### src/rtl/uart_fd_param.sv
// Parametrised full-duplex UART: independent TX and RX engines sharing one clock and one
// bit period, with configurable data width, parity and stop bits, plus sticky RX status flags.
module uart_fd_param #(
    parameter int unsigned CLKS_PER_BIT = 16,
    parameter int unsigned DATA_BITS    = 8,
    parameter int unsigned PARITY_MODE  = 0,
    parameter int unsigned STOP_BITS    = 1
) (
    input  logic                 clk,
    input  logic                 rst,
    input  logic                 tx_send,
    input  logic [DATA_BITS-1:0] Tx_Data,
    input  logic                 rx,
    input  logic                 rx_flag_clr,
    output logic                 tx_output_serial,
    output logic                 tx_busy,
    output logic                 tx_done,
    output logic [DATA_BITS-1:0] Rx_Data,
    output logic                 rx_flag,
    output logic                 parity_error,
    output logic                 framing_error,
    output logic                 overrun
);

    localparam int unsigned CntW = $clog2(STOP_BITS * CLKS_PER_BIT + 1);

    localparam logic [CntW-1:0] BitEnd  = CntW'(CLKS_PER_BIT - 1);
    localparam logic [CntW-1:0] HalfEnd = CntW'(CLKS_PER_BIT / 2 - 1);
    localparam logic [CntW-1:0] StopEnd = CntW'(STOP_BITS * CLKS_PER_BIT - 1);
    localparam logic [3:0]      LastBit = 4'(DATA_BITS - 1);
    localparam logic            HasParity = (PARITY_MODE != 0);
    localparam logic            OddParity = (PARITY_MODE == 2);

    typedef enum logic [2:0] {TxIdle, TxStart, TxData, TxParity, TxStop} tx_state_e;
    typedef enum logic [2:0] {RxIdle, RxStart, RxData, RxParity, RxStop} rx_state_e;

    // ------------------------------------------------------------------ transmitter
    tx_state_e              tx_state_q, tx_state_d;
    logic [CntW-1:0]        tx_cnt_q, tx_cnt_d;
    logic [3:0]             tx_bit_q, tx_bit_d;
    logic [DATA_BITS-1:0]   tx_shift_q, tx_shift_d;
    logic                   tx_par_q, tx_par_d;
    logic                   tx_line_q, tx_line_d;
    logic                   tx_busy_q, tx_busy_d;
    logic                   tx_done_q, tx_done_d;

    always_ff @(posedge clk or posedge rst) begin
        if (rst) begin
            tx_state_q <= TxIdle;
            tx_cnt_q   <= '0;
            tx_bit_q   <= '0;
            tx_shift_q <= '0;
            tx_par_q   <= 1'b0;
            tx_line_q  <= 1'b1;
            tx_busy_q  <= 1'b0;
            tx_done_q  <= 1'b0;
        end else begin
            tx_state_q <= tx_state_d;
            tx_cnt_q   <= tx_cnt_d;
            tx_bit_q   <= tx_bit_d;
            tx_shift_q <= tx_shift_d;
            tx_par_q   <= tx_par_d;
            tx_line_q  <= tx_line_d;
            tx_busy_q  <= tx_busy_d;
            tx_done_q  <= tx_done_d;
        end
    end

    // The line level is registered together with the state change so every bit is
    // exactly CLKS_PER_BIT cycles long.
    always_comb begin
        tx_state_d = tx_state_q;
        tx_cnt_d   = tx_cnt_q;
        tx_bit_d   = tx_bit_q;
        tx_shift_d = tx_shift_q;
        tx_par_d   = tx_par_q;
        tx_line_d  = tx_line_q;
        tx_busy_d  = tx_busy_q;
        tx_done_d  = 1'b0;
        unique case (tx_state_q)
            TxIdle: begin
                tx_cnt_d = '0;
                tx_bit_d = '0;
                if (tx_send) begin
                    tx_shift_d = Tx_Data;
                    tx_par_d   = (^Tx_Data) ^ OddParity;
                    tx_line_d  = 1'b0;
                    tx_busy_d  = 1'b1;
                    tx_state_d = TxStart;
                end
            end
            TxStart: begin
                if (tx_cnt_q == BitEnd) begin
                    tx_cnt_d   = '0;
                    tx_line_d  = tx_shift_q[0];
                    tx_shift_d = tx_shift_q >> 1;
                    tx_state_d = TxData;
                end else begin
                    tx_cnt_d = tx_cnt_q + CntW'(1);
                end
            end
            TxData: begin
                if (tx_cnt_q == BitEnd) begin
                    tx_cnt_d = '0;
                    if (tx_bit_q == LastBit) begin
                        tx_bit_d = '0;
                        if (HasParity) begin
                            tx_line_d  = tx_par_q;
                            tx_state_d = TxParity;
                        end else begin
                            tx_line_d  = 1'b1;
                            tx_state_d = TxStop;
                        end
                    end else begin
                        tx_bit_d   = tx_bit_q + 4'd1;
                        tx_line_d  = tx_shift_q[0];
                        tx_shift_d = tx_shift_q >> 1;
                    end
                end else begin
                    tx_cnt_d = tx_cnt_q + CntW'(1);
                end
            end
            TxParity: begin
                if (tx_cnt_q == BitEnd) begin
                    tx_cnt_d   = '0;
                    tx_line_d  = 1'b1;
                    tx_state_d = TxStop;
                end else begin
                    tx_cnt_d = tx_cnt_q + CntW'(1);
                end
            end
            TxStop: begin
                if (tx_cnt_q == StopEnd) begin
                    tx_cnt_d   = '0;
                    tx_done_d  = 1'b1;
                    tx_busy_d  = 1'b0;
                    tx_state_d = TxIdle;
                end else begin
                    tx_cnt_d = tx_cnt_q + CntW'(1);
                end
            end
            default: tx_state_d = TxIdle;
        endcase
    end

    assign tx_output_serial = tx_line_q;
    assign tx_busy          = tx_busy_q;
    assign tx_done          = tx_done_q;

    // ------------------------------------------------------------------ receiver
    logic                   rx_meta_q, rx_sync_q;
    rx_state_e              rx_state_q, rx_state_d;
    logic [CntW-1:0]        rx_cnt_q, rx_cnt_d;
    logic [3:0]             rx_bit_q, rx_bit_d;
    logic [DATA_BITS-1:0]   rx_shift_q, rx_shift_d;
    logic                   rx_par_q, rx_par_d;
    logic                   rx_brk_q, rx_brk_d;
    logic                   rx_done;
    logic [DATA_BITS-1:0]   rx_data_q, rx_data_d;
    logic                   rx_flag_q, rx_flag_d;
    logic                   perr_q, perr_d;
    logic                   ferr_q, ferr_d;
    logic                   ovr_q, ovr_d;

    always_ff @(posedge clk or posedge rst) begin
        if (rst) begin
            rx_meta_q  <= 1'b1;
            rx_sync_q  <= 1'b1;
            rx_state_q <= RxIdle;
            rx_cnt_q   <= '0;
            rx_bit_q   <= '0;
            rx_shift_q <= '0;
            rx_par_q   <= 1'b0;
            rx_brk_q   <= 1'b0;
            rx_data_q  <= '0;
            rx_flag_q  <= 1'b0;
            perr_q     <= 1'b0;
            ferr_q     <= 1'b0;
            ovr_q      <= 1'b0;
        end else begin
            rx_meta_q  <= rx;
            rx_sync_q  <= rx_meta_q;
            rx_state_q <= rx_state_d;
            rx_cnt_q   <= rx_cnt_d;
            rx_bit_q   <= rx_bit_d;
            rx_shift_q <= rx_shift_d;
            rx_par_q   <= rx_par_d;
            rx_brk_q   <= rx_brk_d;
            rx_data_q  <= rx_data_d;
            rx_flag_q  <= rx_flag_d;
            perr_q     <= perr_d;
            ferr_q     <= ferr_d;
            ovr_q      <= ovr_d;
        end
    end

    always_comb begin
        rx_state_d = rx_state_q;
        rx_cnt_d   = rx_cnt_q;
        rx_bit_d   = rx_bit_q;
        rx_shift_d = rx_shift_q;
        rx_par_d   = rx_par_q;
        rx_brk_d   = rx_brk_q;
        rx_done    = 1'b0;
        unique case (rx_state_q)
            RxIdle: begin
                rx_cnt_d = '0;
                rx_bit_d = '0;
                // After a low stop bit, wait for the line to recover before rearming.
                if (rx_brk_q) begin
                    if (rx_sync_q) rx_brk_d = 1'b0;
                end else if (!rx_sync_q) begin
                    rx_state_d = RxStart;
                end
            end
            RxStart: begin
                if (rx_cnt_q == HalfEnd) begin
                    rx_cnt_d   = '0;
                    rx_state_d = rx_sync_q ? RxIdle : RxData;
                end else begin
                    rx_cnt_d = rx_cnt_q + CntW'(1);
                end
            end
            RxData: begin
                if (rx_cnt_q == BitEnd) begin
                    rx_cnt_d   = '0;
                    rx_shift_d = {rx_sync_q, rx_shift_q[DATA_BITS-1:1]};
                    if (rx_bit_q == LastBit) begin
                        rx_bit_d   = '0;
                        rx_state_d = HasParity ? RxParity : RxStop;
                    end else begin
                        rx_bit_d = rx_bit_q + 4'd1;
                    end
                end else begin
                    rx_cnt_d = rx_cnt_q + CntW'(1);
                end
            end
            RxParity: begin
                if (rx_cnt_q == BitEnd) begin
                    rx_cnt_d   = '0;
                    rx_par_d   = rx_sync_q;
                    rx_state_d = RxStop;
                end else begin
                    rx_cnt_d = rx_cnt_q + CntW'(1);
                end
            end
            RxStop: begin
                if (rx_cnt_q == BitEnd) begin
                    rx_cnt_d   = '0;
                    rx_done    = 1'b1;
                    rx_brk_d   = !rx_sync_q;
                    rx_state_d = RxIdle;
                end else begin
                    rx_cnt_d = rx_cnt_q + CntW'(1);
                end
            end
            default: rx_state_d = RxIdle;
        endcase
    end

    // A completing frame wins over a simultaneous clear; overrun only when unacknowledged.
    always_comb begin
        rx_data_d = rx_data_q;
        rx_flag_d = rx_flag_q;
        perr_d    = perr_q;
        ferr_d    = ferr_q;
        ovr_d     = ovr_q;
        if (rx_done) begin
            rx_data_d = rx_shift_q;
            perr_d    = HasParity & ((^rx_shift_q) ^ OddParity ^ rx_par_q);
            ferr_d    = !rx_sync_q;
            rx_flag_d = 1'b1;
            ovr_d     = !rx_flag_clr & (ovr_q | rx_flag_q);
        end else if (rx_flag_clr) begin
            rx_flag_d = 1'b0;
            ovr_d     = 1'b0;
        end
    end

    assign Rx_Data       = rx_data_q;
    assign rx_flag       = rx_flag_q;
    assign parity_error  = perr_q;
    assign framing_error = ferr_q;
    assign overrun       = ovr_q;

endmodule

### config.mk
export PLATFORM = sky130hd
export DESIGN_NAME = uart_fd_param
export DESIGN_NICKNAME = d
export VERILOG_FILES = /design/src/rtl/uart_fd_param.sv
export SDC_FILE = /design/constraint.sdc
export NUM_CORES = 1
export LEC_CHECK = 0
export ABC_AREA = 1
export CAP_MARGIN = 10
export CORE_MARGIN = 2
export CORE_UTILIZATION = 55
export CTS_CLUSTER_SIZE = 24
export DETAILED_ROUTE_END_ITERATION = 16
export GPL_TIMING_DRIVEN = 1
export PLACE_DENSITY = 0.85
export SKIP_CTS_REPAIR_TIMING = 1
export SLEW_MARGIN = 20
export SYNTH_ARGS = -nofsm -noshare
export SYNTH_HDL_FRONTEND = slang
export SYNTH_SLANG_ARGS = --single-unit
### constraint.sdc
create_clock -name clk -period 2 [get_ports clk]
set_input_delay 0.3 -clock clk [delete_from_list [all_inputs] [get_ports clk]]
set_output_delay 0.3 -clock clk [all_outputs]
set_load 0.005 [all_outputs]
# [After elaboration in Yosys (flattened, before gate mapping)]
# Cells that the tools add are included.
[totals] ff_bits=57 word_cells=127 output_inout_bits=15
[op_classes] n_reduce_logical=24 mux=52 addsub=4 eq_ne=27 bitwise_logic=2
[ops] operator="3-bit 2-to-1 mux" count=13
[ops] operator="8-bit 2-to-1 mux" count=4
[ops] operator="3-bit case mux with 5 select lines" count=2
[ops] operator="2-bit inequality test, second input constant" count=14
[ops] operator="8-bit case mux with 3 select lines" count=1
[ops] operator="1-bit 2-to-1 mux" count=17
[ops] operator="4-bit 2-to-1 mux" count=4
[ops] operator="4-bit case mux with 2 select lines" count=2
[ops] operator="5-bit 2-to-1 mux" count=3
[ops] operator="5-bit case mux with 3 select lines" count=1
[ops] operator="3-bit by 2-bit == test with 1-bit output, second input constant" count=4
[ops] operator="2-bit nonzero test" count=6
[ops] operator="5-bit by 1-bit adder with 5-bit output, second input constant" count=2
[ops] operator="5-bit by 4-bit == test with 1-bit output, second input constant" count=2
[ops] operator="5-bit case mux with 2 select lines" count=1
[ops] operator="5-bit AND reduction" count=2
[ops] operator="4-bit by 1-bit adder with 4-bit output, second input constant" count=2
[ops] operator="4-bit by 3-bit == test with 1-bit output, second input constant" count=2
[ops] operator="2-bit AND reduction" count=4
[ops] operator="7-bit AND reduction" count=1
[ops] operator="3-bit by 1-bit == test with 1-bit output, second input constant" count=2
[ops] operator="3-bit == test, second input constant" count=2
[ops] operator="3-bit logical NOT" count=2
[ops] operator="6-bit AND reduction" count=1
[ops] operator="other kinds (12)" count=15

# [Logic depth before layout (Yosys ltp)]
# Gate-level depths: netlist of the first run.
[depth] word_depth=4 ltp_mapped=10 mapped_depth_nobuf=10

# [Least setup slack after synthesis of the first run]
# No wires, ideal clock.
[synth_path] kind="register -> register" startpoint="register tx_cnt_q[0]" endpoint="register tx_shift_q[0]" path_buffers=0 setup_ps=116 stages_incl_launch_ff=9 arrival_time_ps=1269 path_slack_ps=615 period_less_slack_ps=1385 cell_sequence="dfrtp_1 -> ha_1 -> nand3_1 -> nor2_1 -> nor2_4 -> nor2_8 -> nand2_4 -> nand2_1 -> nand2_1"
[synth_between] elab_chain_len=3 elab_cells_between_ends=4
[synth_rtl] element="start: declaration" line="39" source="logic [CntW-1:0] tx_cnt_q, tx_cnt_d;"
[synth_rtl] element="start signal: assignment" line="59" source="tx_cnt_q <= tx_cnt_d;"
[synth_rtl] element="5-bit by 4-bit == test with 1-bit output *" line="93, 103"
[synth_rtl] element="2-bit inequality test (no source line)"
[synth_rtl] element="5-bit AND reduction (no source line) *"
[synth_rtl] element="end signal: assignment" line="61" source="tx_shift_q <= tx_shift_d;"
[synth_rtl] element="end: declaration" line="41" source="logic [DATA_BITS-1:0] tx_shift_q, tx_shift_d;"
# Every way passes the cells marked *; elsewhere a longest branch is shown, timed or not.
# A chain may end at the register's enable or synchronous reset.

# [Worst setup path after layout of the first run]
[layout_path] startpoint="register rx_cnt_q[0]" endpoint="register rx_brk_q"
[layout_between] elab_chain_len=3
[layout_rtl] element="start: declaration" line="153" source="logic [CntW-1:0] rx_cnt_q, rx_cnt_d;"
[layout_rtl] element="start signal: assignment" line="184" source="rx_cnt_q <= rx_cnt_d;"
[layout_rtl] element="5-bit by 4-bit == test with 1-bit output" line="248" source="if (rx_cnt_q == BitEnd) begin"
[layout_rtl] element="2-bit inequality test (no source line)"
[layout_rtl] element="2-bit AND reduction (no source line)"
[layout_rtl] element="end signal: assignment" line="188" source="rx_brk_q <= rx_brk_d;"
[layout_rtl] element="end: declaration" line="157" source="logic rx_brk_q, rx_brk_d;"
# No other way between the ends.

==> results of run 1 <==
==> state kept, by name, summed over array words and instances (netlist names), 3 cells and up <==
| register | count |
|---|---|
| Rx_Data | 8 |
| rx_shift_q | 8 |
| tx_shift_q | 8 |
| rx_cnt_q | 5 |
| tx_cnt_q | 5 |
| rx_bit_q | 4 |
| tx_bit_q | 4 |
| rx_state_q | 3 |
| tx_state_q | 3 |
==> per-stage QoR <==
stage | util, % | cells | setup slack (ps)
3_5_place_dp | 63.1 | 440 | 318
2_1_floorplan | - | 347 | 305
5_1_grt | 67.0 | 456 | 119
6_report | 67.0 | 456 | 311
3_3_place_gp | 63.1 | 440 | 388
4_1_cts | 67.0 | 456 | 312
==> layout by cell type (no fill, tap or decap), drive strengths merged <==
cell type,netlist,layout
xor2,3,3
nand3,33,33
o211ai,1,1
nand2,133,133
o21ai,30,30
ha,5,5
nor2,20,20
a22oi,1,1
dfstp,3,3
clkbuf,1,11
buf,4,2
nor3,2,2
nand4,3,3
a21oi,6,6
inv,40,40
o22ai,1,1
or2,3,3
clkinv,1,3
o31ai,1,1
clkinvlp,0,2
conb,1,1
dfrtp,54,54
bufinv,0,1
nor4,1,1
clkdlybuf4s50,0,26
==> final cells by class <==
| type | instances | area share [%] |
|---|---|---|
| clock buffer | 11 | 4.21 |
| clock inverter | 5 | 1.64 |
| inverter | 41 | 4.62 |
| multi-input combinational | 244 | 35.7 |
| sequential | 57 | 42.6 |
| tap | 70 | 2.61 |
| timing repair buffer | 28 | 8.58 |
==> per-layer routing <==
layer | vias up | global-route usage [%] | routed length, microns
met2 | 53 | 36.9 | 2570
li1 | 1172 | - | -
met3 | 9 | 4.63 | 176
met1 | 1066 | 25.2 | 2380
met5 | - | 0 | 0
met4 | 0 | 9.36 | 91
==> critical path: stages (launching register included) <==
cell and delay, ps:
sky130_fd_sc_hd__dfrtp_1 380, sky130_fd_sc_hd__ha_1 220, sky130_fd_sc_hd__nand3_1 130, sky130_fd_sc_hd__nor2_2 160, sky130_fd_sc_hd__nand2_1 370, sky130_fd_sc_hd__a21oi_1 250, sky130_fd_sc_hd__a21oi_1 50
==> how the worst max path moves through the flow <==
stage / endpoint / cells after the start / start
floorplan: Rx_Data[0] / 1 / rst
global placement: rx_brk_q / 6 / rx_cnt_q[0]
detailed placement: rx_brk_q / 6 / rx_cnt_q[0]
CTS: overrun / 5 / rx_cnt_q[0]
global route: rx_brk_q / 6 / rx_cnt_q[0]
finish: rx_brk_q / 6 / rx_cnt_q[0]
==> cells by family (layout without fill, tap and decap cells) <==
kind of cell	Yosys count	after routing
and+or+nand+nor	195	195
DFF	57	57
buffers and inverters	46	85
AOI/OAI and AO/OA	40	40
adders and majority gates	5	5
xor gates and xnor gates	3	3
other	1	1
==> power groups by stage <==
stage	clock network, W	registers (W)	logic (W)
after floorplan	0	0.00153	0.00109
after global placement	0	0.00156	0.00127
after detailed placement	0	0.00156	0.00132
after CTS	0.00108	0.00155	0.00134
after global routing	0.00112	0.00159	0.00153
final	0.00106	0.00156	0.00133
==> results.md, run 1 <==
- The run finished with clean final reports.
- Yosys printed 0 warnings.
- The mux share of post-synthesis cell area is 0%.
- The wire length of the first global-routing pass is 9030 microns.
- The largest net degree at the start of global routing is 33.
- The flop-to-flop setup slack is 310 ps.
- The detail route stage leaves a number of antenna-violating nets equal to 0.
- In this run switching power makes up a little under 40% of total power.
- The first detailed-routing pass took 5 iterations.
- Counting along the longest clock path gives a buffer depth of 2.
- The worst setup path is of the reg2reg kind.
- In this run, distinct cell masters in the synthesized netlist total 34.
- The vertical die dimension is 75.6 microns.
- Combinational cells account for 33.6% of the total power.
- From synthesis to final layout, the design area changed by 19.1%.
- A synthesized cell averages 8.12 sq um.
- After the first detailed-routing iteration, the DRC count stood at approximately 120.
- The internal power of the cells totals 0.00242 W.
- The die is approximately 76 microns wide.
- Of all nets on the critical path, the largest fanout is 21.
- CTS saw between 50 and 60 sinks.
- Adding up every negative setup slack in the final design gives 0 ps.
- The overall via count from detail_route is 2,300.
- The summed area of non-filler cells in the final layout is 0.00336 sq mm.
- The number of top-level pins is 28.
- The count of maximum capacitance violations is 0.
- The filler cell count in the final layout is 434.
- Dividing the detail-routed wire length by the instance count gives 11.5 microns.
- The max-slew violation count is 0.
- The last weighted congestion value of the routability-driven placer is 0.840.
- The total CTS buffers is 9.
- The biggest area consumer among synthesized cells is sky130_fd_sc_hd__dfrtp_1.
- The placed standard-cell area is 0.00316 sq mm.
- The synthesized netlist devotes 0.933% of its cell area to XOR and XNOR gates.
- The cell depth of the worst flop-to-flop path is 6.
- The clock network is responsible for 26.9% of the overall power.
- The die covers between 0.005 and 0.006 sq mm.
- The nature of the critical path endpoint is a register.
- The sequential share of power is between 30% and 40%.
- The clock root buffer master is sky130_fd_sc_hd__clkbuf_8.
- The arrival time of data at the critical path endpoint is 1890 ps.
- The total power per unit cell area is 1180 mW/mm^2.
- The synthesized-area fraction occupied by and/or/nand/nor cells is 31.7%.
- The leakage power is 1.72 nW.
- The final net count is 399.
- Ranked by total cell area, the synthesized netlist is headed by sky130_fd_sc_hd__dfrtp_1, sky130_fd_sc_hd__nand2_1, sky130_fd_sc_hd__nand3_1.
- Counting every net in the synthesized netlist gives around 370.
- For this run, the register share of the synthesized area comes to 50.8%.
- The transition at the pin with the smallest max-transition slack is roughly 570 ps.
- The initial cell density of the core is 56.2%.
- The clock tree from TritonCTS is yes.
- The most frequently used cell type in the post-synthesis netlist is sky130_fd_sc_hd__nand2_1.
- By count the netlist is led by sky130_fd_sc_hd__nand2_1, sky130_fd_sc_hd__dfrtp_1, sky130_fd_sc_hd__inv_1.
- The relative max-transition margin is 61.9%.
- The most used flip-flop cell after synthesis is sky130_fd_sc_hd__dfrtp_1.
- The worst setup path is launched from a register.
- Setup repair after global routing left no endpoint under its margin.
- After detailed routing, the total wire length is 5220 microns.
- The via count of the first global-routing pass was roughly 2,200.
- The total power is 0.00394 W.
- Counting flops with an async set or reset pin after synthesis yields a share of 100%.
- Counting every instance in the synthesized netlist gives 347.
- The type of the tightest min-delay check is in2async.
- The hold violation count in the final report came to 0.
- The cell area after synthesis is 0.00282 sq mm.
- The DRC violation count after routing is 0.
- In the routed layout, each cell is associated on average with a via count of 5.04.
- The final antenna diode count is 0.
- The startpoint identified for the worst register-to-register timing path is rx_cnt_q[0].
- The number of buffers added on ports is 26.
- The cell row count is 26.
- The area used by sequential logic in the layout is 0.00143 sq mm.
- Setup violations remaining at the end of the flow were counted as 0.
- On the final layout, the worst hold slack is ~240 ps.
- The synthesized-area fraction occupied by ao, oa, aoi and oai cells is 7.55%.
- The area share of fa/ha/maj cells after synthesis is ~2.2%.
- The endpoint identified for the worst register-to-register timing path is rx_brk_q.
- The area of the core is 0.00501 sq mm.
- The clock latency at the later pin of the worst-skew pair is 330 ps.
- For this run, the total global-route usage over all layers was measured as about a fifth.
- The worst clock skew on the final layout is approximately 6.0 ps.
- The total grt overflow is 0.
- In the final layout, the share of cells above drive strength 1 is roughly an eighth.
- In this run the biggest area consumer among cell types represents 48.0% of the synthesized area.
- The clock-pin slew on the worst setup and hold paths is about 70 ps.
- Counting flops with a built-in enable in the synthesized netlist gives 0.
- The H-tree depth is 3.
- Counting I/O delays and the setup requirement, the final critical path takes 1690 ps.
- After layout, the worst path uses around 84% of the clock period.
- The peak clock frequency supported by timing is 592 MHz.
- Data on the critical path is required at its endpoint by 2200 ps.
- The number of antenna violations at the first check in global routing is 0.
- The HPWL after detailed placement is 3760 microns.
- Summed over all nets, the switching power comes to 0.00153 W.
- In this run, synthesis produced a sequential element count of between 50 and 60.
- Across the VDD grid, the largest voltage drop is 0.812 mV.
- The area of the multi-input gates is 0.00120 sq mm.
- The combinational family with the most area after synthesis is simple AND/OR/NAND/NOR gates.
(Power assumes the default switching activity.)
==> run 2: changes to the inputs <==
clock period = 1.7 ns   (was 2 ns; I/O delays follow)
==> run 2 against run 1 <==
Combinational power is 17% higher. Flip-flop and latch count unchanged. Wire length increased by 0.98%. Power increased by 18%. Sequential share of layout area decreased by 0.32 points. Worst setup slack lost 220 ps. Sequential power increased by 17%. Clock skew up 0.58 ps. Largest power group unchanged.
==> results.md, run 2 (same netlist as run 1, synthesis figures left out) <==
- The area of the die is about 0.0057 sq mm.
- Dividing the detail-routed wire length by the instance count gives about 11 microns.
- The non-filler instance count after layout is 460.
- The arrival time of data at the critical path endpoint is 1360 ps.
- The first global-routing pass estimated roughly 9000 microns of wire.
- The hold violation count in the final report is 0.
- The family with the most delay on the worst path is flip-flops.
- Of the available clock period, the critical path in the final layout requires 94.9%.
- The worst path in the final design needs a cycle of 1610 ps, including I/O delays and setup.
- The clock latency at the later pin of the worst-skew pair is between 300 and 400 ps.
- Setup violations remaining at the end of the flow were counted as 0.
- The critical register-to-register path startpoint is rx_cnt_q[0].
- The setup slack after placement is 151 ps.
- The total CTS buffers is 9.
- Compared with the post-synthesis result, the final layout area differs by 20.0%.
- The initialized floorplan defines 26 standard-cell rows.
- The number of buffers added on ports is 26.
- The count of maximum capacitance violations is 0.
- Setup repair after global routing left no endpoint under its margin.
- The setup total negative slack is 0 ps.
- The iteration count of the initial detailed-routing pass is 4.
- The clock net sink count is 57.
- The peak supply drop is 0.926 mV.
- The filler cell count in the final layout is roughly 420.
- The floorplan step defined a core boundary enclosing roughly 0.005 sq mm.
- Dividing the detail-routed via count by the number of cells gives about 5.
- The number of antenna diodes in the final layout is 0.
- In this run, the number of DRC markers left after iteration 0 of detailed routing was 177.
- On the worst path, the slowest cell contributes a delay of 530 ps.
- The required time of the worst setup path is 1440 ps.
- The area used by sequential logic in the layout is 0.00143 sq mm.
- In the final layout, the share of cells above drive strength 1 is 14.6%.
- The max-slew violation count is 0.
- Traced cell by cell, the critical path runs through clkdlybuf4s50_1.
- The clock root buffer master is sky130_fd_sc_hd__clkbuf_8.
- Entering global routing, the biggest net connects 22 pins.
- The largest driver fanout on the critical path is 2.
- The via count of the first global-routing pass came to 2,136.
- The vertical die dimension is 75.6 microns.
- The critical path starts at tx_output_serial.
- The number of antenna violations at the first check in global routing was 0.
- The setup slack of the critical path after layout is between 80 and 90 ps.
- The library cell used most frequently in the layout, excluding fill and tap cells, is sky130_fd_sc_hd__nand2_1.
- TritonCTS built the clock tree.
- Derived from the worst setup path, the maximum achievable clock frequency is 620 MHz.
- In the final layout, the multi-input gates occupy around 0.0012 sq mm.
- The total power per unit cell area is 1370 mW/mm^2.
- Once detail routing completed, the nets flagged for antenna violations numbered 0.
- The overall via count from detail_route is 2,299.
- The total overflow left after global routing is 0.
- The final net count is 403.
- With fillers left out, the area of the finished cells amounts to 0.00338 sq mm.
- The H-tree depth is 3.
- The number of placed instances, taps included, is between 400 and 500.
- The cell with the biggest individual delay on the critical path is sky130_fd_sc_hd__dfstp_2.
- The initial cell density of the core is 56.2%.
- The type of the worst setup path is reg2out.
- Once layout is complete, the utilization of the core stands at 67.5%.
- Across every metal layer, demand over resource in global routing totals a little over a fifth.
- The worst setup path is launched from a register.
- In the routed design, unresolved DRC markers number 0.
- No sink is reached through more buffers than the 2 on the longest clock path.
- The half-perimeter wire length after detailed placement is 3810 microns.
- The placed standard-cell area is 0.00318 sq mm.
- The horizontal die dimension is 75.6 microns.
- Routability-driven placement finished with a final weighted congestion of 0.896.
- The number of buffers and inverters on the critical path is 1.
- 28 I/O pins were placed.
- The flow ran to the end, and the final reports show no timing, DRC or antenna violations.
- The nature of the critical path endpoint is a primary output.
- The worst clock skew on the final layout is 6.61 ps.
- The type of the tightest min-delay check is in2async.
- Leaving out fill and tap cells, the most frequent cells in the layout are sky130_fd_sc_hd__nand2_1, sky130_fd_sc_hd__dfrtp_1, sky130_fd_sc_hd__inv_1.
- The leakage power is 1.73 nW.
- After clock tree synthesis, the clock-pin slew on the worst setup and hold paths is around 70 ps.
- The routed design has roughly 5300 microns of wire.
==> run 2: cell types whose count changed in the layout (fill, tap and decap cells not counted), sizes merged <==
cell / before / now
buf: 2 / 6
==> run 2: path summary, 6_finish.rpt <==
| path | endpoint | slack [ps] | cells past startpoint |
|---|---|---|---|
| worst min register to register | rx_sync_q | 360 | 0 |
| worst max-delay path | tx_output_serial | 90 | 1 |
| min in group clk | rx_sync_q | 360 | 0 |
| worst min-delay path | rx_shift_q[3] | 200 | 2 |
| worst max register to register | rx_brk_q | 140 | 7 |
| max in group asynchronous | rx_state_q[0] | 940 | 3 |
==> run 2: cell type report <==
cell class / instances / area share (%)
clock buffers: 11 / 4.18
clock inverters: 5 / 1.63
inverters: 41 / 4.59
multi-input cells: 244 / 35.7
flip-flops and latches: 57 / 42.3
well taps: 70 / 2.59
repair buffers: 32 / 9.03
==> run 2: metal layers <==
layer	vias up	routed length (microns)	GRT usage [%]
met5	-	0	0
met4	0	121	11.5
met3	14	175	3.97
met2	49	2500	34.5
met1	1061	2480	26.7
li1	1175	-	-
==> run 2: power breakdown <==
group,total (W),switching (W),internal (W)
Sequential,0.00183,0.000233,0.00160
Clock,0.00124,0.000529,0.000711
Combinational,0.00156,0.00103,0.000532
Total,0.00463,0.00179,0.00284
==> run 2: stage by stage <==
| stage | hold WS [ps] | total power, W |
|---|---|---|
| 2_1_floorplan | 259 | 0.00308 |
| 3_3_place_gp | 346 | 0.00333 |
| 3_5_place_dp | 347 | 0.00340 |
| 4_1_cts | 207 | 0.00465 |
| 5_1_grt | 222 | 0.00499 |
| 6_report | 205 | 0.00463 |
==> patch (config.mk and constraints of run 1) <==
`PARITY_MODE`: 0 -> 1.
--- a/src/rtl/uart_fd_param.sv
+++ b/src/rtl/uart_fd_param.sv
@@ -4,5 +4,5 @@
     parameter int unsigned CLKS_PER_BIT = 16,
     parameter int unsigned DATA_BITS    = 8,
-    parameter int unsigned PARITY_MODE  = 0,
+    parameter int unsigned PARITY_MODE  = 1,
     parameter int unsigned STOP_BITS    = 1
 ) (
Check against the original RTL: no difference found for any inputs over 10 cycles, from zero or initial values and one cycle with rst high; that may be too few to reach the edited logic, so the function may still have changed.
==> patch against run 1 <==
- sequential power rose by 3%
- worst hold slack improved by 0.077 ns
- sequential cell count rose by 3
- cell area rose by 10%
- maximum frequency fell by 6.0%
- synthesized cell count rose by 12%
- wire length rose by 10%
- total power fell by 1.5%
- utilization rose by 0.25 points
- critical path depth rose by 2
- global-route usage barely moved
- synthesized area rose by 11%
- worst setup slack got worse by 0.11 ns
- critical path type unchanged
- critical endpoint is now overrun
==> patch: results (changes against run 1) <==
| Metric | Value |
|---|---|
| Fin Clk Skew | 0.00554 ns (was 0.00603 ns) |
| Number of global-route vias before repair | 2,541 (was 2,154) |
| Pleak | 1.78 nW (was 1.72 nW) |
| Iteration-0 DRC Markers | 211 (was 122) |
| Maximum VDD drop | 0.464 mV (was 0.812 mV) |
| Global router's overall resource usage | 0.212 (about the same) |
| Number of nets produced by synthesis | 406 (was 365) |
| Layout Cells excl Fill | 502 (was 456) |
| Reg-to-reg critical path endpoint | overrun (was rx_brk_q) |
| Via count normalized by instance count | 5.02 (was 5.04) |
| Dominant cells by area after synthesis | sky130_fd_sc_hd__dfrtp_1, sky130_fd_sc_hd__nand2_1, sky130_fd_sc_hd__inv_1 (was sky130_fd_sc_hd__dfrtp_1, sky130_fd_sc_hd__nand2_1, sky130_fd_sc_hd__nand3_1) |
| Placed instance count | 486 (was 440) |
| Count of input and output buffers | 27 (was 26) |
| Total Routed Length | 5770 um (was 5220 um) |
| Average cell area after synthesis | 8.06 um2 (was 8.12 um2) |
| Share of synthesized area occupied by flip-flops and latches | 0.482 (was 0.508) |
| Slack of the worst reg-to-reg path | 0.20 ns (was 0.31 ns) |
| Worst-case hold slack | 0.321 ns (was 0.245 ns) |
| HPWL Detailed | 4180 um (was 3760 um) |
| Wire length of the first global-routing pass | 10,600 um (was 9030 um) |
| Status | finished, final reports clean (unchanged) |
| Total Nets Final | 444 (was 399) |
| Distinct cell type count after synthesis | 33 (was 34) |
| Final weighted congestion of routability-driven global placement | 0.863 (was 0.840) |
| Actual transition at the worst max-transition pin | 0.308 ns (was 0.570 ns) |
| Crit-path max FO | 21 (unchanged) |
| Detailed-router iteration count before antenna repair | 4 (was 5) |
| Data arrival, critical path | 2.04 ns (was 1.89 ns) |
| Dpl cell area | 0.00350 mm2 (was 0.00316 mm2) |
| Pint | 2.47 mW (was 2.42 mW) |
| Top cells by count, synth | sky130_fd_sc_hd__nand2_1, sky130_fd_sc_hd__dfrtp_1, sky130_fd_sc_hd__inv_1 (unchanged) |
| Maximum number of pins on one net before global-route repair | 45 (was 33) |
patch: cell type report:
type,instances,area [um2]
clock inverters,6,63.8
multi-input cells,277,1410
well taps,72,90.1
repair buffers,30,305
clock buffers,10,138
flip-flops and latches,60,1510
fillers,453,1800
inverters,47,189
patch: per-stage QoR:
step	setup WS, ns	util
6_report	0.203	0.672
5_1_grt	0.0192	0.672
4_1_cts	0.137	0.671
3_5_place_dp	0.156	0.635
3_3_place_gp	0.267	0.635
2_1_floorplan	0.220	-
patch: critical path, delay by kind of cell (launching register included):
kind,cells,cell delay [ns]
DFF,1,0.39
buffers and inverters,2,0.23
adders and majority gates,2,0.43
and+or+nand+nor,3,0.46
AOI/OAI and AO/OA,1,0.20
patch: worst max path at each step:
stage	to	slack, ns	cells after the start
after floorplan	Rx_Data[0]	0.22	1
after global placement	overrun	0.27	8
after detailed placement	overrun	0.16	8
after CTS	overrun	0.14	8
after global routing	overrun	0.02	8
final	overrun	0.20	8
patch: power by group through the flow:
stage	Sequential [mW]	Combinational, mW	Clock (mW)
floorplan	1.58	0.966	0
global placement	1.61	1.16	0
detailed placement	1.61	1.21	0
CTS	1.60	1.21	1.11
global route	1.62	1.36	1.16
finish	1.60	1.19	1.09
patch: routing by layer:
| metal | GRT usage | up-vias | share of wire |
|---|---|---|---|
| li1 | - | 1306 | - |
| met1 | 0.264 | 1159 | 0.47 |
| met4 | 0.0828 | 0 | 0.014 |
| met5 | 0 | - | 0 |
| met2 | 0.355 | 47 | 0.48 |
| met3 | 0.0523 | 8 | 0.032 |
patch: cells by family after synthesis:
family | after synthesis | share of synthesized area
fa+ha+maj | 6 | 0.0241
compound gates | 59 | 0.107
xor+xnor | 9 | 0.0253
flops | 60 | 0.482
buf+inv | 50 | 0.0662
simple gates | 203 | 0.295
